### config.mk
export PLATFORM = sky130hd
export DESIGN_NAME = spi_panel_ctrl
export DESIGN_NICKNAME = d
export VERILOG_FILES = /design/src/rtl/spi_panel_pkg.sv /design/src/rtl/spi_key_fifo.sv /design/src/rtl/spi_panel_ctrl.sv
export SDC_FILE = /design/constraint.sdc
export NUM_CORES = 1
export LEC_CHECK = 0
export BUFFER_PORTS_ARGS = -buffer_cell sky130_fd_sc_hd__buf_2
export CAP_MARGIN = 20
export CORE_UTILIZATION = 30
export DETAILED_ROUTE_END_ITERATION = 12
export HOLD_SLACK_MARGIN = 0.08
export RECOVER_POWER = 25
export SYNTH_ARGS = -nofsm -noshare
export SYNTH_HDL_FRONTEND = slang
export SYNTH_SLANG_ARGS = --single-unit
### constraint.sdc
create_clock -name clk -period 2.8 [get_ports clk]
set_clock_uncertainty 0.05 [all_clocks]
set_input_delay 0.56 -clock clk [delete_from_list [all_inputs] [get_ports clk]]
set_output_delay 0.56 -clock clk [all_outputs]
set_load 0.005 [all_outputs]
### src/rtl/spi_panel_pkg.sv
// Shared types and widths for the SPI panel controller and its key buffer.
// Configuration macro: SPI_PANEL_KEYFIFO_EN (see spi_key_fifo).
package spi_panel_pkg;

    localparam int KP_W               = 5;
    localparam int SEL_W              = 4;
    localparam int DATA_W             = 8;
    localparam int KEY_FIFO_DEPTH_DEF = 4;

    typedef enum logic [2:0] {
        IDLE      = 3'd0,
        FETCH     = 3'd1,
        LOAD      = 3'd2,
        WAIT_DATA = 3'd3,
        COMMIT    = 3'd4
    } panel_state_e;

    // Frame fields latched at pnl_received and used for the rest of the frame.
    typedef struct packed {
        logic [KP_W-1:0]  keypad;
        logic [SEL_W-1:0] in_sel;
        logic             key;
        logic             sel;
    } frame_fields_t;

endpackage

### src/rtl/spi_key_fifo.sv
// Keypad code buffer: DEPTH-entry FIFO when SPI_PANEL_KEYFIFO_EN is defined,
// otherwise a single overwrite-on-push holding register.
module spi_key_fifo
    import spi_panel_pkg::*;
#(
    parameter int DEPTH = KEY_FIFO_DEPTH_DEF
) (
    input  logic            clk,
    input  logic            reset,
    input  logic            push_i,
    input  logic [KP_W-1:0] push_code_i,
    input  logic            ack_i,
    input  logic            clr_ovf_i,
    output logic [KP_W-1:0] key_code_o,
    output logic            key_valid_o,
    output logic            key_ovf_o
);

    logic ovf_set;
    logic ovf_q;

`ifdef SPI_PANEL_KEYFIFO_EN
    localparam int PTR_W = $clog2(DEPTH);

    logic [KP_W-1:0]  mem_q [DEPTH];
    logic [PTR_W-1:0] wr_ptr_q;
    logic [PTR_W-1:0] rd_ptr_q;
    logic [PTR_W:0]   count_q;
    logic             pop;
    logic             full;
    logic             push_ok;

    assign pop     = ack_i && (count_q != '0);
    assign full    = (count_q == (PTR_W + 1)'(DEPTH));
    // A pop in the same cycle frees the slot, so a full buffer still accepts.
    assign push_ok = push_i && (!full || pop);
    assign ovf_set = push_i && full && !pop;

    always_ff @(posedge clk) begin
        if (reset) begin
            wr_ptr_q <= '0;
            rd_ptr_q <= '0;
            count_q  <= '0;
        end else begin
            if (push_ok) wr_ptr_q <= wr_ptr_q + 1'b1;
            if (pop)     rd_ptr_q <= rd_ptr_q + 1'b1;
            case ({push_ok, pop})
                2'b10:   count_q <= count_q + 1'b1;
                2'b01:   count_q <= count_q - 1'b1;
                default: count_q <= count_q;
            endcase
        end
    end

    // NOTE: storage is not reset; the empty count already hides stale entries.
    always_ff @(posedge clk) begin
        if (push_ok) mem_q[wr_ptr_q] <= push_code_i;
    end

    assign key_valid_o = (count_q != '0);
    assign key_code_o  = key_valid_o ? mem_q[rd_ptr_q] : '0;
`else
    logic [KP_W-1:0] code_q;
    logic            valid_q;
    logic            pop;
    logic [4:0]      unused_depth;

    assign unused_depth = 5'(DEPTH);
    assign pop          = ack_i && valid_q;
    assign ovf_set      = push_i && valid_q && !pop;

    always_ff @(posedge clk) begin
        if (reset) begin
            code_q  <= '0;
            valid_q <= 1'b0;
        end else if (push_i) begin
            code_q  <= push_code_i;
            valid_q <= 1'b1;
        end else if (pop) begin
            valid_q <= 1'b0;
        end
    end

    assign key_valid_o = valid_q;
    assign key_code_o  = valid_q ? code_q : '0;
`endif

    // A fresh overflow in the same cycle as a clear is kept: it is a newer event.
    always_ff @(posedge clk) begin
        if (reset) begin
            ovf_q <= 1'b0;
        end else if (ovf_set) begin
            ovf_q <= 1'b1;
        end else if (clr_ovf_i) begin
            ovf_q <= 1'b0;
        end
    end

    assign key_ovf_o = ovf_q;

endmodule

### src/rtl/spi_panel_ctrl.sv
// Panel-side frame controller for a 24-bit SPI slave: readback, register write,
// keypad buffering and panel reset. Configuration macro: SPI_PANEL_KEYFIFO_EN.
module spi_panel_ctrl
    import spi_panel_pkg::*;
#(
    parameter int KEY_FIFO_DEPTH = KEY_FIFO_DEPTH_DEF
) (
    input  logic              clk,
    input  logic              reset,
    input  logic              kbd_received,
    input  logic              pnl_received,
    input  logic              data_received,
    input  logic              SPI_End,
    input  logic [KP_W-1:0]   KeyPad,
    input  logic [SEL_W-1:0]  OutSel,
    input  logic [SEL_W-1:0]  InSel,
    input  logic              KEY,
    input  logic              RST,
    input  logic              SEL,
    input  logic [DATA_W-1:0] DataIn,
    output logic [DATA_W-1:0] DataOut,
    output logic              data_ready,
    output logic [SEL_W-1:0]  rd_addr,
    input  logic [DATA_W-1:0] rd_data,
    output logic              reg_wr,
    output logic [SEL_W-1:0]  reg_addr,
    output logic [DATA_W-1:0] reg_wdata,
    output logic [KP_W-1:0]   key_code,
    output logic              key_valid,
    input  logic              key_ack,
    output logic              pnl_reset,
    output logic              key_ovf
);

    panel_state_e      state_q,      state_d;
    frame_fields_t     fields_q,     fields_d;
    logic [DATA_W-1:0] data_out_q,   data_out_d;
    logic              data_ready_q, data_ready_d;
    logic [SEL_W-1:0]  rd_addr_q,    rd_addr_d;
    logic              reg_wr_q,     reg_wr_d;
    logic [SEL_W-1:0]  reg_addr_q,   reg_addr_d;
    logic [DATA_W-1:0] reg_wdata_q,  reg_wdata_d;
    logic              pnl_reset_q,  pnl_reset_d;
    logic              key_push;
    logic              unused_kbd;

    // Every field arrives with pnl_received; the keypad strobe carries nothing extra.
    assign unused_kbd = kbd_received;

    always_comb begin
        // NOTE: every output of this block gets a default first, so no latches.
        state_d      = state_q;
        fields_d     = fields_q;
        data_out_d   = data_out_q;
        data_ready_d = data_ready_q;
        rd_addr_d    = rd_addr_q;
        reg_wr_d     = 1'b0;
        reg_addr_d   = reg_addr_q;
        reg_wdata_d  = reg_wdata_q;
        pnl_reset_d  = 1'b0;

        if (SPI_End && (state_q != IDLE)) begin
            // End of frame wins over a same-cycle data_received.
            state_d      = IDLE;
            data_ready_d = 1'b0;
        end else begin
            unique case (state_q)
                IDLE: begin
                    if (pnl_received) begin
                        fields_d.keypad = KeyPad;
                        fields_d.in_sel = InSel;
                        fields_d.key    = KEY;
                        fields_d.sel    = SEL;
                        rd_addr_d       = OutSel;
                        pnl_reset_d     = RST;
                        state_d         = FETCH;
                    end
                end
                FETCH: state_d = LOAD;
                LOAD: begin
                    data_out_d   = rd_data;
                    data_ready_d = 1'b1;
                    state_d      = WAIT_DATA;
                end
                WAIT_DATA: begin
                    if (data_received) begin
                        reg_wr_d = fields_q.sel;
                        if (fields_q.sel) begin
                            reg_addr_d  = fields_q.in_sel;
                            reg_wdata_d = DataIn;
                        end
                        state_d = COMMIT;
                    end
                end
                COMMIT:  state_d = COMMIT;
                default: state_d = IDLE;
            endcase
        end
    end

    always_ff @(posedge clk) begin
        // NOTE: state registers use non-blocking assignments so all update together.
        if (reset) begin
            state_q      <= IDLE;
            fields_q     <= '0;
            data_out_q   <= '0;
            data_ready_q <= 1'b0;
            rd_addr_q    <= '0;
            reg_wr_q     <= 1'b0;
            reg_addr_q   <= '0;
            reg_wdata_q  <= '0;
            pnl_reset_q  <= 1'b0;
        end else begin
            state_q      <= state_d;
            fields_q     <= fields_d;
            data_out_q   <= data_out_d;
            data_ready_q <= data_ready_d;
            rd_addr_q    <= rd_addr_d;
            reg_wr_q     <= reg_wr_d;
            reg_addr_q   <= reg_addr_d;
            reg_wdata_q  <= reg_wdata_d;
            pnl_reset_q  <= pnl_reset_d;
        end
    end

    // Key push and panel reset share the cycle after pnl_received (FETCH).
    assign key_push = (state_q == FETCH) && fields_q.key;

    spi_key_fifo #(
        .DEPTH (KEY_FIFO_DEPTH)
    ) u_key_fifo (
        .clk         (clk),
        .reset       (reset),
        .push_i      (key_push),
        .push_code_i (fields_q.keypad),
        .ack_i       (key_ack),
        .clr_ovf_i   (pnl_reset_q),
        .key_code_o  (key_code),
        .key_valid_o (key_valid),
        .key_ovf_o   (key_ovf)
    );

    assign DataOut    = data_out_q;
    assign data_ready = data_ready_q;
    assign rd_addr    = rd_addr_q;
    assign reg_wr     = reg_wr_q;
    assign reg_addr   = reg_addr_q;
    assign reg_wdata  = reg_wdata_q;
    assign pnl_reset  = pnl_reset_q;

endmodule

==> results.yml <==
clock_network:
  cts_buffers: 5
  clock-sinks: 48
  holdBufCountCts: 0
  clk_pin_slew_worst_paths_ns: 0.09
  clock_path_buffers: 2
  htreeDepth: 2
  ctsResizeCount: 0
  cts-root-buf: "clkbuf_8"
  cts_tree: "done"
  clk_latency_ns: 0.30
  cts_setup_buffers: 0
finish:
  layout_common_cells: "buf_2, dfxtp_1, nand2_1, a21oi_1, nand2b_1"
  final_common_cell: "buf_2"
  seqCellArea_um2: 961
  nFillCells: 659
  area_growth_pct: 23.6
  diodes: 0
  multi_input_area_um2: 891
  layout-drive-gt1-share: 0.288
  nets: 320
global_route:
  grt_max_degree: 24
  grt_overflow: 0
  grt_pass1_vias: 1454
  grt_pass1_wl_um: 6980
  grt_antenna_before_repair: 0
  grt.total_usage: 0.126
floorplanning:
  io_pins: 73
  fp.dieW_um: 82.9
  start_util: 0.310
  dieArea_um2: 6880
  fp.dieH_um: 82.9
  core-area_um2: 6350
  num_rows: 29
logic_synthesis:
  synth_compound_area_frac: 0.0789
  synth-async-reset-ratio: 0
  synthSimpleGateAreaFrac: 0.285
  ys_seq_elements: 48
  syn-num-nets: 253
  ys.warnings.count: 0
  synthCells: 214
  synth-xor-area-share: 0
  synth_edf_count: 0
  muxShareOfSynthArea: 0.0866
  seq_area_frac_synth: 0.489
  synth_fa_ha_area_frac: 0
  avgSynthCellArea_um2: 9.19
  synthesis.area_um2: 1970
  ys.flop_type: "dfxtp_1"
  synth_top_family_by_area: "simple AND/OR/NAND/NOR gates"
  synth_cell_types: 25
worst_setup_path:
  critPathMaxFanout: 16
  crit_slowest_cell: "clkbuf_1"
  worstSetupStartpointType: "flip-flop"
  cp-startpoint: "state_q[0]"
  cpPeakStageDelay_ns: 0.59
  reg2reg_to: "fields_q[9]"
  arrival_ns: 1.95
  ff2ff_setup_slack_ns: 1.03
  reg2reg_depth: 4
  path_cells: "nor4b_4, clkbuf_1, nand2_1, a21oi_1"
  r2r-start: "state_q[0]"
  end_kind: "flip-flop"
  crit_required_ns: 2.98
  path_class: "reg -> reg"
  critPathCapture: "fields_q[9]"
place:
  gp_congestion: 0.711
  place_hpwl_um: 2890
  io_buffers: 71
routing:
  ant_nets: 0
  drtIter0Drc: 47
  route.detailed.drc: 0
  dr.pass1.iters: 3
  wl_per_cell_um: 11.6
  vias_per_cell: 4.43
  wirelength_um: 4140
  vias: 1585
timing:
  setup_tns_ns: 0
  max_freq_mhz: 566
  slew_violations: 0
  min_period_ns: 1.77
  rsz0062_at_grt: "no"
  setup_viol: 0
  tightest_slew_ns: 0.733
  min_period_over_period: 0.631
  hold_violations: 0
  relSlewSlack: 0.511
pwr:
  p_leak_uw: 0.00104
  power_density_nw_per_um2: 550
  ir_drop_v: 0.000202
  total_power_uw: 1330
job:
  drv_cap: 0
run_status:
  status: "complete, no violations"
worst_hold_path:
  worstHoldPathType: "reg -> reg"
## where the power goes
part           total (uW)  leakage (uW)  internal [uW]  switching, uW
clock                 442     0.0000503            220            221
combinational         151      0.000600           71.3           80.1
sequential            742      0.000390            713           28.9
## area by class of cell
cell class,count,area share
Inverter,3,0.00464
Multi-Input combinational cell,148,0.367
Timing Repair Buffer,75,0.154
Sequential cell,48,0.396
Tap cell,77,0.0397
Clock buffer,7,0.0397
## worst max-delay path, delay by kind of cell (launching register included)
kind	cells	cell delay, ns
buffers and inverters	1	0.59
flip-flops	1	0.47
AND/OR/NAND/NOR	2	0.44
AO/OA/AOI/OAI	1	0.14
## synth_stat cells, types with 2 or more instances
| cell type | count | area share |
|---|---|---|
| dfxtp_1 | 48 | 0.49 |
| nand2b_1 | 25 | 0.080 |
| clkbuf_1 | 5 | 0.0095 |
| nand2_1 | 48 | 0.092 |
| buf_6 | 5 | 0.029 |
| nor4b_4 | 2 | 0.024 |
| and2_1 | 5 | 0.016 |
| a21oi_1 | 26 | 0.066 |
| buf_4 | 3 | 0.011 |
| nor2_1 | 13 | 0.025 |
| mux2i_1 | 17 | 0.087 |
| inv_1 | 3 | 0.0057 |
| buf_2 | 2 | 0.0051 |
## worst min path at each step
| stage | startpoint | end | slack, ns | cells after the start |
|---|---|---|---|---|
| floorplan | fields_q[1] | fields_q[1] | 0.38 | 2 |
| global placement | DataOut[6] | DataOut[6] | 0.39 | 2 |
| detailed placement | DataOut[5] | DataOut[5] | 0.39 | 2 |
| CTS | DataOut[5] | DataOut[5] | 0.41 | 2 |
| global route | RST | pnl_reset | 0.42 | 3 |
| finish | DataOut[4] | DataOut[4] | 0.41 | 2 |
## logic make-up after synthesis
| logic type | Yosys count |
|---|---|
| AND/OR/NAND/NOR | 102 |
| flip-flops | 48 |
| AO/OA/AOI/OAI | 29 |
| buffers and inverters | 18 |
| multiplexers | 17 |
## state kept, by name (all words and copies together) (netlist names)
register and cells:
DataOut 8, rd_addr 4, fields_q 11, state_q 3
reg_wdata 8, reg_wr 1, u_key_fifo.key_valid_o 1, pnl_reset 1
u_key_fifo.key_ovf_o 1, data_ready 1, u_key_fifo.code_q 5, reg_addr 4
## metrics by stage
step	utilization	setup slack (ns)	instances	hold WS (ns)	cell area (um^2)
CTS	0.384	1.01	358	0.407	2440
floorplan	-	1.27	214	0.382	1970
detailed placement	0.369	0.933	351	0.394	2340
global placement	0.369	0.952	351	0.390	2340
finish	0.382	1.03	358	0.406	2430
global route	0.382	0.803	358	0.416	2430
## layer usage
layer | vias to the layer above | track usage | part of all wire
li1 | 827 | - | -
met1 | 709 | 0.173 | 0.52
met2 | 45 | 0.189 | 0.41
met3 | 4 | 0.0398 | 0.052
met4 | 0 | 0.0376 | 0.010
met5 | - | 0 | 0
Note: power is estimated with default switching activity, not from simulation.
